$ cat config.mk
export PLATFORM = sky130hd
export DESIGN_NAME = photon_gate_counter
export DESIGN_NICKNAME = d
export VERILOG_FILES = /design/src/rtl/photon_pkg.sv /design/src/rtl/pulse_sync_edge.sv /design/src/rtl/photon_gate_counter.sv
export SDC_FILE = /design/constraint.sdc
export NUM_CORES = 1
export LEC_CHECK = 0
export ABC_AREA = 1
export CAP_MARGIN = 30
export CORE_AREA = 8 8 122 169
export DETAILED_ROUTE_END_ITERATION = 10
export DIE_AREA = 0 0 130 177
export MAX_ROUTING_LAYER = met4
export SETUP_SLACK_MARGIN = 0.1
export SYNTH_ARGS = -nofsm -noshare
export SYNTH_HDL_FRONTEND = slang
export SYNTH_SLANG_ARGS = --single-unit
$ cat constraint.sdc
create_clock -name clk -period 3.1 [get_ports clk]
set_input_delay 0.62 -clock clk [delete_from_list [all_inputs] [get_ports clk]]
set_output_delay 0.62 -clock clk [all_outputs]
set_load 0.01 [all_outputs]
$ cat src/rtl/photon_pkg.sv
// Shared constants for the photon gate counter: default sizing, the FSM state
// encoding and the full-scale value of the published count.
// Latency: n/a (declarations only). Backpressure: n/a.
package photon_pkg;

  localparam int unsigned GATE_CYCLES_DEF = 50_000_000;  // 1 s at 50 MHz
  localparam int unsigned CNT_W_DEF       = 32;
  localparam int unsigned OUT_W_DEF       = 16;
  localparam int unsigned SYNC_STAGES_DEF = 2;

  localparam logic [1:0] ST_IDLE    = 2'd0;
  localparam logic [1:0] ST_GATE    = 2'd1;
  localparam logic [1:0] ST_PUBLISH = 2'd2;

  // All-ones value of a w-bit unsigned quantity.
  function automatic logic [63:0] full_scale(input int unsigned w);
    return (64'd1 << w) - 64'd1;
  endfunction

  localparam logic [OUT_W_DEF-1:0] OUT_FULL_SCALE = OUT_W_DEF'(full_scale(OUT_W_DEF));

endpackage

$ cat src/rtl/pulse_sync_edge.sv
// Synchronizes the asynchronous detector input and emits a one-cycle pulse per
// rising edge. Latency: SYNC_STAGES cycles from input rise to edge_o high.
// Backpressure: none; every edge is reported exactly once.
//   clk, rst_n : clock, asynchronous active-low reset
//   async_i    : raw detector pulse (asynchronous to clk)
//   edge_o     : single-cycle rising-edge strobe (combinational from flops)
module pulse_sync_edge #(
  parameter int unsigned SYNC_STAGES = 2
) (
  input  logic clk,
  input  logic rst_n,
  input  logic async_i,
  output logic edge_o
);

  logic [SYNC_STAGES-1:0] sync_q;
  logic                   prev_q;

  always_ff @(posedge clk or negedge rst_n) begin
    if (!rst_n) begin
      sync_q <= '0;
      prev_q <= 1'b0;
    end else begin
      sync_q <= {sync_q[SYNC_STAGES-2:0], async_i};
      prev_q <= sync_q[SYNC_STAGES-1];
    end
  end

  assign edge_o = sync_q[SYNC_STAGES-1] & ~prev_q;

endmodule

$ cat src/rtl/photon_gate_counter.sv
// Counts detector pulses over a fixed gate window and publishes a scaled,
// saturated count with a one-cycle strobe. Latency: strobe 1 cycle after the
// terminal gate cycle; iPhoton rise to count is SYNC_STAGES+1 cycles.
// Backpressure: none; the consumer must latch on oDataUpdate.
//   en            : counting enable; low aborts the current window
//   iPhoton       : asynchronous detector pulse, active high
//   iScaleShift   : right shift applied to the raw count at window close
//   oDataUpdate   : one-cycle strobe, outputs below are new
//   oPulseCounter : scaled, saturated count of the last window
//   oRawCount     : unscaled count of the last window
//   oOverflow     : last window saturated (raw or scaled)
//   oGateActive   : a window is being timed
module photon_gate_counter
  import photon_pkg::*;
#(
  parameter int unsigned GATE_CYCLES = GATE_CYCLES_DEF,
  parameter int unsigned CNT_W       = CNT_W_DEF,
  parameter int unsigned OUT_W       = OUT_W_DEF,
  parameter int unsigned SYNC_STAGES = SYNC_STAGES_DEF
) (
  input  logic             clk,
  input  logic             rst_n,
  input  logic             en,
  input  logic             iPhoton,
  input  logic [3:0]       iScaleShift,
  output logic             oDataUpdate,
  output logic [OUT_W-1:0] oPulseCounter,
  output logic [CNT_W-1:0] oRawCount,
  output logic             oOverflow,
  output logic             oGateActive
);

  localparam int unsigned      TMR_W    = $clog2(GATE_CYCLES);
  localparam logic [TMR_W-1:0] TMR_LAST = TMR_W'(GATE_CYCLES - 1);
  localparam logic [CNT_W-1:0] CNT_MAX  = '1;
  localparam logic [CNT_W-1:0] OUT_MAX  =
      (OUT_W == OUT_W_DEF) ? CNT_W'(OUT_FULL_SCALE) : CNT_W'(full_scale(OUT_W));

  logic             edge_pls;
  logic [1:0]       state_q, state_d;
  logic [TMR_W-1:0] timer_q, timer_d;
  logic [CNT_W-1:0] acc_q, acc_d;
  logic             raw_ovf_q, raw_ovf_d;
  logic [OUT_W-1:0] out_q, out_d;
  logic [CNT_W-1:0] raw_cnt_q, raw_cnt_d;
  logic             ovf_q, ovf_d;
  logic             upd_q, upd_d;

  logic             acc_full;
  logic [CNT_W-1:0] acc_inc;
  logic             acc_sat;
  logic [CNT_W-1:0] scaled;
  logic             pub_ovf;
  logic [OUT_W-1:0] pub_val;

  pulse_sync_edge #(.SYNC_STAGES(SYNC_STAGES)) u_sync (
    .clk    (clk),
    .rst_n  (rst_n),
    .async_i(iPhoton),
    .edge_o (edge_pls)
  );

  // Accumulator value including this cycle's edge; it sticks at all-ones and
  // the raw-overflow flag remembers that a count was dropped.
  assign acc_full = (acc_q == CNT_MAX);
  assign acc_inc  = (edge_pls && !acc_full) ? acc_q + CNT_W'(1) : acc_q;
  assign acc_sat  = raw_ovf_q | (edge_pls & acc_full);

  // Published values are computed in the terminal cycle and registered, so
  // they appear together with the strobe in the PUBLISH cycle. Saturation is
  // judged on the full-width shifted value before truncation.
  assign scaled  = acc_inc >> iScaleShift;
  assign pub_ovf = acc_sat || (scaled > OUT_MAX);
  assign pub_val = pub_ovf ? OUT_W'(OUT_MAX) : scaled[OUT_W-1:0];

  always_comb begin
    state_d   = state_q;
    timer_d   = timer_q;
    acc_d     = acc_q;
    raw_ovf_d = raw_ovf_q;
    out_d     = out_q;
    raw_cnt_d = raw_cnt_q;
    ovf_d     = ovf_q;
    upd_d     = 1'b0;
    case (state_q)
      ST_GATE: begin
        if (!en) begin
          state_d   = ST_IDLE;
          timer_d   = '0;
          acc_d     = '0;
          raw_ovf_d = 1'b0;
        end else if (timer_q == TMR_LAST) begin
          raw_cnt_d = acc_inc;
          out_d     = pub_val;
          ovf_d     = pub_ovf;
          upd_d     = 1'b1;
          timer_d   = '0;
          acc_d     = '0;
          raw_ovf_d = 1'b0;
          state_d   = ST_PUBLISH;
        end else begin
          timer_d   = timer_q + TMR_W'(1);
          acc_d     = acc_inc;
          raw_ovf_d = acc_sat;
        end
      end
      // The next window is already open here: edges count, timer stays at 0
      // so the window period is GATE_CYCLES+1.
      ST_PUBLISH: begin
        if (!en) begin
          state_d   = ST_IDLE;
          timer_d   = '0;
          acc_d     = '0;
          raw_ovf_d = 1'b0;
        end else begin
          state_d   = ST_GATE;
          timer_d   = '0;
          acc_d     = acc_inc;
          raw_ovf_d = acc_sat;
        end
      end
      default: begin
        timer_d   = '0;
        acc_d     = '0;
        raw_ovf_d = 1'b0;
        if (en) state_d = ST_GATE;
      end
    endcase
  end

  always_ff @(posedge clk or negedge rst_n) begin
    if (!rst_n) begin
      state_q   <= ST_IDLE;
      timer_q   <= '0;
      acc_q     <= '0;
      raw_ovf_q <= 1'b0;
      out_q     <= '0;
      raw_cnt_q <= '0;
      ovf_q     <= 1'b0;
      upd_q     <= 1'b0;
    end else begin
      state_q   <= state_d;
      timer_q   <= timer_d;
      acc_q     <= acc_d;
      raw_ovf_q <= raw_ovf_d;
      out_q     <= out_d;
      raw_cnt_q <= raw_cnt_d;
      ovf_q     <= ovf_d;
      upd_q     <= upd_d;
    end
  end

  assign oDataUpdate   = upd_q;
  assign oPulseCounter = out_q;
  assign oRawCount     = raw_cnt_q;
  assign oOverflow     = ovf_q;
  assign oGateActive   = (state_q != ST_IDLE);

endmodule

After elaboration in Yosys (flattened, before gate mapping)
Index checks and enable logic that the tools add are counted.

word-level totals
  output and inout port bits = 51
  bits in registers = 114
  input port bits = 8
  word-level logic and storage cells = 51

operators by class
  bitwise logic cells = 4
  $lt $le $gt $ge = 1
  add/sub/neg operators = 2
  equal/unequal tests = 5
  shift operators = 1
  muxes and demuxes = 21
  reductions and logical operators = 7

operators by type and width
  kind                                                             number
  two-way mux 32 bit                                               4
  two-way mux 26 bit                                               3
  case mux 32 bit (2 select lines)                                 1
  adder 32 x 1 -> 32 bit, second input constant                    1
  equality test 32 bit, second input constant                      1
  greater-than comparator 32 x 16 -> 1 bit, second input constant  1
  right shift 32 x 4 -> 32 bit                                     1
  adder 26 x 1 -> 26 bit, second input constant                    1
  equality test 26 bit, second input constant                      1
  two-way mux 16 bit                                               1
  two-way mux 1 bit                                                7
  two-way mux 2 bit                                                3
  case mux 2 bit (2 select lines)                                  1
  inequality test 3 bit, second input constant                     1
  AND reduction 3 bit                                              1
  nonzero test 3 bit                                               1
  AND 1 bit                                                        2
  equality test 2 x 1 -> 1 bit, second input constant              1
  equality test 2 bit, second input constant                       1
  case mux 1 bit (2 select lines)                                  1
  AND reduction 2 bit                                              1
  nonzero test 2 bit                                               1
  logical AND 1 bit                                                1
  zero test 1 bit                                                  1
  3 further kinds                                                  3

Longest topological paths before layout
Gate-level depths: netlist (run 1).

  word-level depth = 8
  depth in mapped cells = 22
  mapped depth without buffers = 20

Modules after synthesis
Synthesis (run 1) repeated with hierarchy kept, for this count alone.

second synthesis, totals
  cells, all modules = 1013
  area total of the unflattened synthesis = 7139.3 um2

modules (own cells, without submodules)
  module               cells an instance  instances  area an instance (um2)
  photon_gate_counter  1008               1          7054.3
  pulse_sync_edge      5                  1          85.1

Least setup slack after synthesis (run 1)
No wires, ideal clock.

  kind = reg-to-reg
  from = register acc_q[0]
  to = register out_q[5] (netlist: oPulseCounter[5])
  period minus slack after synthesis = 2.454 ns
  data required time = 2.987 ns
  cell stages (with the launch flop) = 19
  arrival time = 2.341 ns
  path buffers = 2
  setup time = 0.113 ns
  path slack = 0.646 ns
  path through = dfrtp_1 > ha_1 > inv_1 > nor2_8 > nand2_4 > nor2_8 > nand2_4 > nand2_4 > inv_2 > buf_6 > o21ai_2 > nand2_1 > a211oi_2 > o21ai_2 > nor2_8 > buf_8 > nand3_1 > nand2_1 > inv_1

on the way
  cells in the longest elaborated chain, start to end = 8
  elaborated cells on any way between the ends = 11
  those cells by class = add/sub: 1; order compare: 1; eq/ne: 1; shift: 1; mux: 2; bitwise: 2; reduce/logical: 3

RTL lines
  item                                                            line                        RTL
  start, declared                                                 photon_gate_counter.sv:42   logic [CNT_W-1:0] acc_q, acc_d;
  start signal, assigned                                          photon_gate_counter.sv:135  acc_q <= '0;
  start signal, assigned                                          photon_gate_counter.sv:144  acc_q <= acc_d;
  branches (longest 7 deep; another with adder 32 x 1 -> 32 bit)  --
  two-way mux 16 bit (*)                                          photon_gate_counter.sv:74   assign pub_val = pub_ovf ? OUT_W'(OUT_MAX) : scaled[OUT_W-1:0];
  end signal, assigned                                            photon_gate_counter.sv:146  out_q <= out_d;
  end, declared                                                   photon_gate_counter.sv:44   logic [OUT_W-1:0] out_q, out_d;

Mark *: on every way between the ends.
A chain may end at the register's enable or synchronous reset.

Worst setup path in the final report (run 1)
  from = register acc_q[0]
  to = register out_q[4] (netlist: oPulseCounter[4])

The elaborated chain is that of the path after synthesis.

==> impl_summary.md, run 1 <==
Status
The run finished with clean final reports.

Die
The area of the placeable core is roughly 18000 µm². The die covers between 20000 and 25000 µm². From left edge to right edge, the die measures roughly 130 µm.

Once the floorplan was initialized, standard cells occupied between 30 and 40% of the core. The floorplan has between 50 and 60 rows. The vertical die dimension is between 150 and 200 µm. Pin placement for this block handled ~60 I/O pins.

Global route
The first global-routing pass estimated 33420 µm of wire. The number of global-route vias before repair was approximately 6600. The total routing resource utilization after global routing is approximately a fifth. The number of antenna violations at the first check in global routing is 0.

The pin count of the biggest net entering global routing is 115. For this run the aggregate overflow at the end of global routing stands at 0.

STA
The worst setup skew after layout is slightly below 7 ps. The worst max-slew margin expressed relative to the limit is 57.95%. The count of final hold-check violations is 0. The timing-limited maximum frequency is about 350 MHz.

The final worst hold slack is 282.5 ps. The part of the cycle the worst path needs is around nine tenths. Adding up every negative setup slack in the final design gives 0 ps.

Counting I/O delays and the setup requirement, the final critical path takes around 2800 ps. The number of max-slew violations in the final report came to 0. Setup repair after global routing could not meet its margin everywhere. Setup violations remaining at the end of the flow were counted as 0. Once routing completed, OpenROAD measured the worst setup slack at around 260 ps. The transition time at the pin with the least slew margin is ~630 ps.

Synthesis
The number of nets in the synthesized netlist is just over 1000. The multiplexer share of the synthesized area is 0%. The mapped netlist covers 7106 µm². Among all flip-flop cells after synthesis, the most frequent one is dfrtp_1. The cell count after synthesis came out at between 1000 and 1500. Summing the areas of all and, or, nand and nor instances in the mapped netlist gives 42.19% of the synthesized area. The number of warnings reported in the yosys synthesis log is 0. In this run, synthesis produced a sequential element count of 114. The average cell area after synthesis is between 7 and 8 µm². The number of enable flip-flop cells after synthesis is 0. Yosys mapped the design onto 44 distinct sky130hd cell types. In the synthesized netlist the async set-or-reset flop fraction comes to 100.0%. The main combinational cell family by area after synthesis is simple AND/OR/NAND/NOR gates. The synthesized-area fraction occupied by ao, oa, aoi and oai cells is under 10%. After Yosys synthesis, full adders, half adders and majority gates account for 0.8804% of the synthesized area. Summing the sequential cell areas from Yosys gives about two fifths of the chip area.

The parity-gate share of the synthesized area counting xor and xnor cells is around 1.8%.

CTS
The clock transition at the register clock pins on the worst setup and hold paths after CTS is 50 ps. TritonCTS built the clock tree. The maximum count of clock buffers along a single path is 2. The source-to-sink clock delay at the later pin of the worst-skew pair is 430 ps.

The tree is rooted in a clkbuf_16. Counting every sink on the clock net gives ~110. The H-tree depth reported by CTS is 4. The total CTS buffers is 17.

Setup path
The sort of element at the start of the critical path is a flip-flop. The critical path is of the flip-flop to flip-flop type. For the worst setup path, the data arrival time is 3160 ps. STA classifies the critical path endpoint as a flip-flop. The required time of the critical path is 3420 ps.

The worst-path maximum fanout is 21.

Placed design
The number of placed instances, taps included, is ~1300. At the end of routability-driven placement, the weighted congestion stood at about 0.94. During placement, the flow inserted port buffers numbering 58. The setup slack after placement is 140.5 ps.

The detailed-placement wirelength estimate is ~15000 µm.

Drt
The routed design has 20500 µm of wire. The remaining design rule violation count is 0. The detail route stage leaves a number of antenna-violating nets equal to 0. Detailed routing inserted a total of between 6000 and 7000 vias. The number of vias per cell after detailed routing is ~5. In the final routed layout, each cell accounts on average for approximately 15 µm. The pre-antenna-repair detailed-routing pass consisted of 5 iterations.

The detailed router finished its first iteration with around 450 violations.

Power
VDD sags by at most roughly 0.37 mV. The total power divided by cell area is 492.0 nW/µm². For this design the static power due to leakage is 3.924 nW.

Finish
Cells fill about 48% of the core in the end. The area growth from synthesis to final layout is 22.47%. The non-filler instance count after layout is 1323. The final net count is about 1100. The antenna cell count is 0.

Cells with a size suffix above 1 make up a little under an eighth of the layout.

Hold path
The worst hold path belongs to the class input port to async pin.

Flow run
Across the run, the number of max-cap violations was 0.
==> worst max-delay path, cell delays in order, from the launching register on <==
cell	delay [ps]
dfrtp_1	390
ha_2	220
inv_1	110
nor2_8	170
nand2_4	90
nor2_8	180
nand2_8	110
nand2_4	100
inv_4	100
nand2_2	110
nand3_1	90
nand3_1	110
nand3_1	110
nand2_1	100
nand2_1	50
nor2_1	150
nand2_2	150
nand2_2	150
nand3_1	110
nand2_1	80
inv_1	40
==> cells in the final DEF, fill, tap and decap left out, types with 5 or more instances in the layout <==
| cell type | instances |
|---|---|
| inv_1 | 85 |
| a21oi_1 | 16 |
| xor2_1 | 10 |
| nor2_2 | 6 |
| clkbuf_16 | 17 |
| xnor2_1 | 5 |
| o211ai_1 | 5 |
| nand3_2 | 14 |
| bufinv_16 | 5 |
| nand3_1 | 177 |
| clkdlybuf4s50_1 | 57 |
| nand2_2 | 13 |
| dfrtp_1 | 114 |
| o21ai_0 | 49 |
| nor2_1 | 109 |
| nand4_1 | 15 |
| or2_2 | 17 |
| nand2_1 | 264 |
| nor3_1 | 12 |
| buf_4 | 20 |
==> cell families after synthesis <==
family                   after synthesis
flip-flops                           114
buffers and inverters                130
XOR/XNOR                              15
AND/OR/NAND/NOR                      650
adder cells (fa/ha/maj)                5
AO/OA/AOI/OAI                         91
==> final cells by class <==
| class | instances | area (µm²) |
|---|---|---|
| clock inverter | 11 | 186.4 |
| inverter | 91 | 344.1 |
| clock buffer | 19 | 442.9 |
| sequential | 114 | 2853 |
| fill | 1849 | 9532 |
| timing repair buffer | 79 | 752.0 |
| tap | 244 | 305.3 |
| multi-input combinational | 765 | 3819 |
==> cells in the mapped netlist (all sizes together), types with 2 or more instances <==
library cell | instances | area, µm²
and3 | 2 | 12.51
inv | 87 | 326.6
a211oi | 3 | 27.52
nor4 | 4 | 25.02
clkinv | 4 | 15.01
nand4 | 15 | 93.84
nor3b | 2 | 15.01
ha | 5 | 62.56
nor3 | 14 | 70.07
buf | 18 | 121.4
xnor2 | 5 | 43.79
nor2 | 121 | 515.5
a21oi | 16 | 80.08
o21bai | 2 | 15.01
o21ai | 57 | 292.8
or2 | 18 | 112.6
xor2 | 10 | 87.58
and2 | 3 | 18.77
o21a | 2 | 15.01
dfrtp | 114 | 2853
clkbuf | 21 | 78.83
nand3 | 191 | 1033
nand2 | 280 | 1101
o211ai | 5 | 37.54
==> worst paths after layout <==
check / from / to / slack [ps] / depth (start not counted)
worst max register to register: acc_q[0] / oPulseCounter[4] / 260 / 20
worst max-delay path: acc_q[0] / oPulseCounter[4] / 260 / 20
max in group asynchronous: rst_n / oPulseCounter[9] / 2360 / 2
worst min register to register: u_sync.sync_q[0] / u_sync.sync_q[1] / 350 / 0
min in group clk: u_sync.sync_q[0] / u_sync.sync_q[1] / 350 / 0
worst min-delay path: rst_n / oRawCount[6] / 280 / 2
==> layer usage <==
layer / share of wire (%) / wire length [µm] / global-route usage, % / vias to the layer above
li1: - / - / - / 3425
met1: 43 / 8782 / 21.71 / 3139
met2: 50 / 10190 / 31.82 / 142
met3: 4.5 / 919 / 4.071 / 40
met4: 3.0 / 605 / 8.111 / 0
met5: 0 / 0 / - / -
==> sequential cells by signal, summed over array words and instances, names as in the netlist <==
| name | count |
|---|---|
| timer_q | 26 |
| oRawCount | 32 |
| acc_q | 32 |
| oDataUpdate | 1 |
| u_sync.sync_q | 2 |
| oOverflow | 1 |
| raw_ovf_q | 1 |
| state_q | 2 |
| oPulseCounter | 16 |
| u_sync.prev_q | 1 |
==> stage by stage <==
step / power, mW / instance area, µm²
after floorplan: 1.951 / 7106
after global placement: 2.160 / 7944
final: 4.281 / 8702
after global routing: 4.469 / 8702
after CTS: 4.313 / 8573
after detailed placement: 2.162 / 7944
==> where the power goes <==
part / internal, mW / switching [mW] / total, mW
Clock: 1.43 / 0.704 / 2.13
Combinational: 0.181 / 0.411 / 0.592
Sequential: 1.53 / 0.0301 / 1.56
==> timing repair <==
| action | CTS | global route |
|---|---|---|
| hold buffers | 0 | 0 |
| endpoints found under the setup margin | 0 | 18 |
| setup buffers | 0 | 2 |
| gates resized for setup | 0 | 23 |
Power figures use the tool's default switching activity.
==> run 2, diff against run 1 <==
Settings changed: SLEW_MARGIN set to 20.
==> results of run 2 <==
Same layout as run 1: the final DEF is identical, and so are final timing and power.
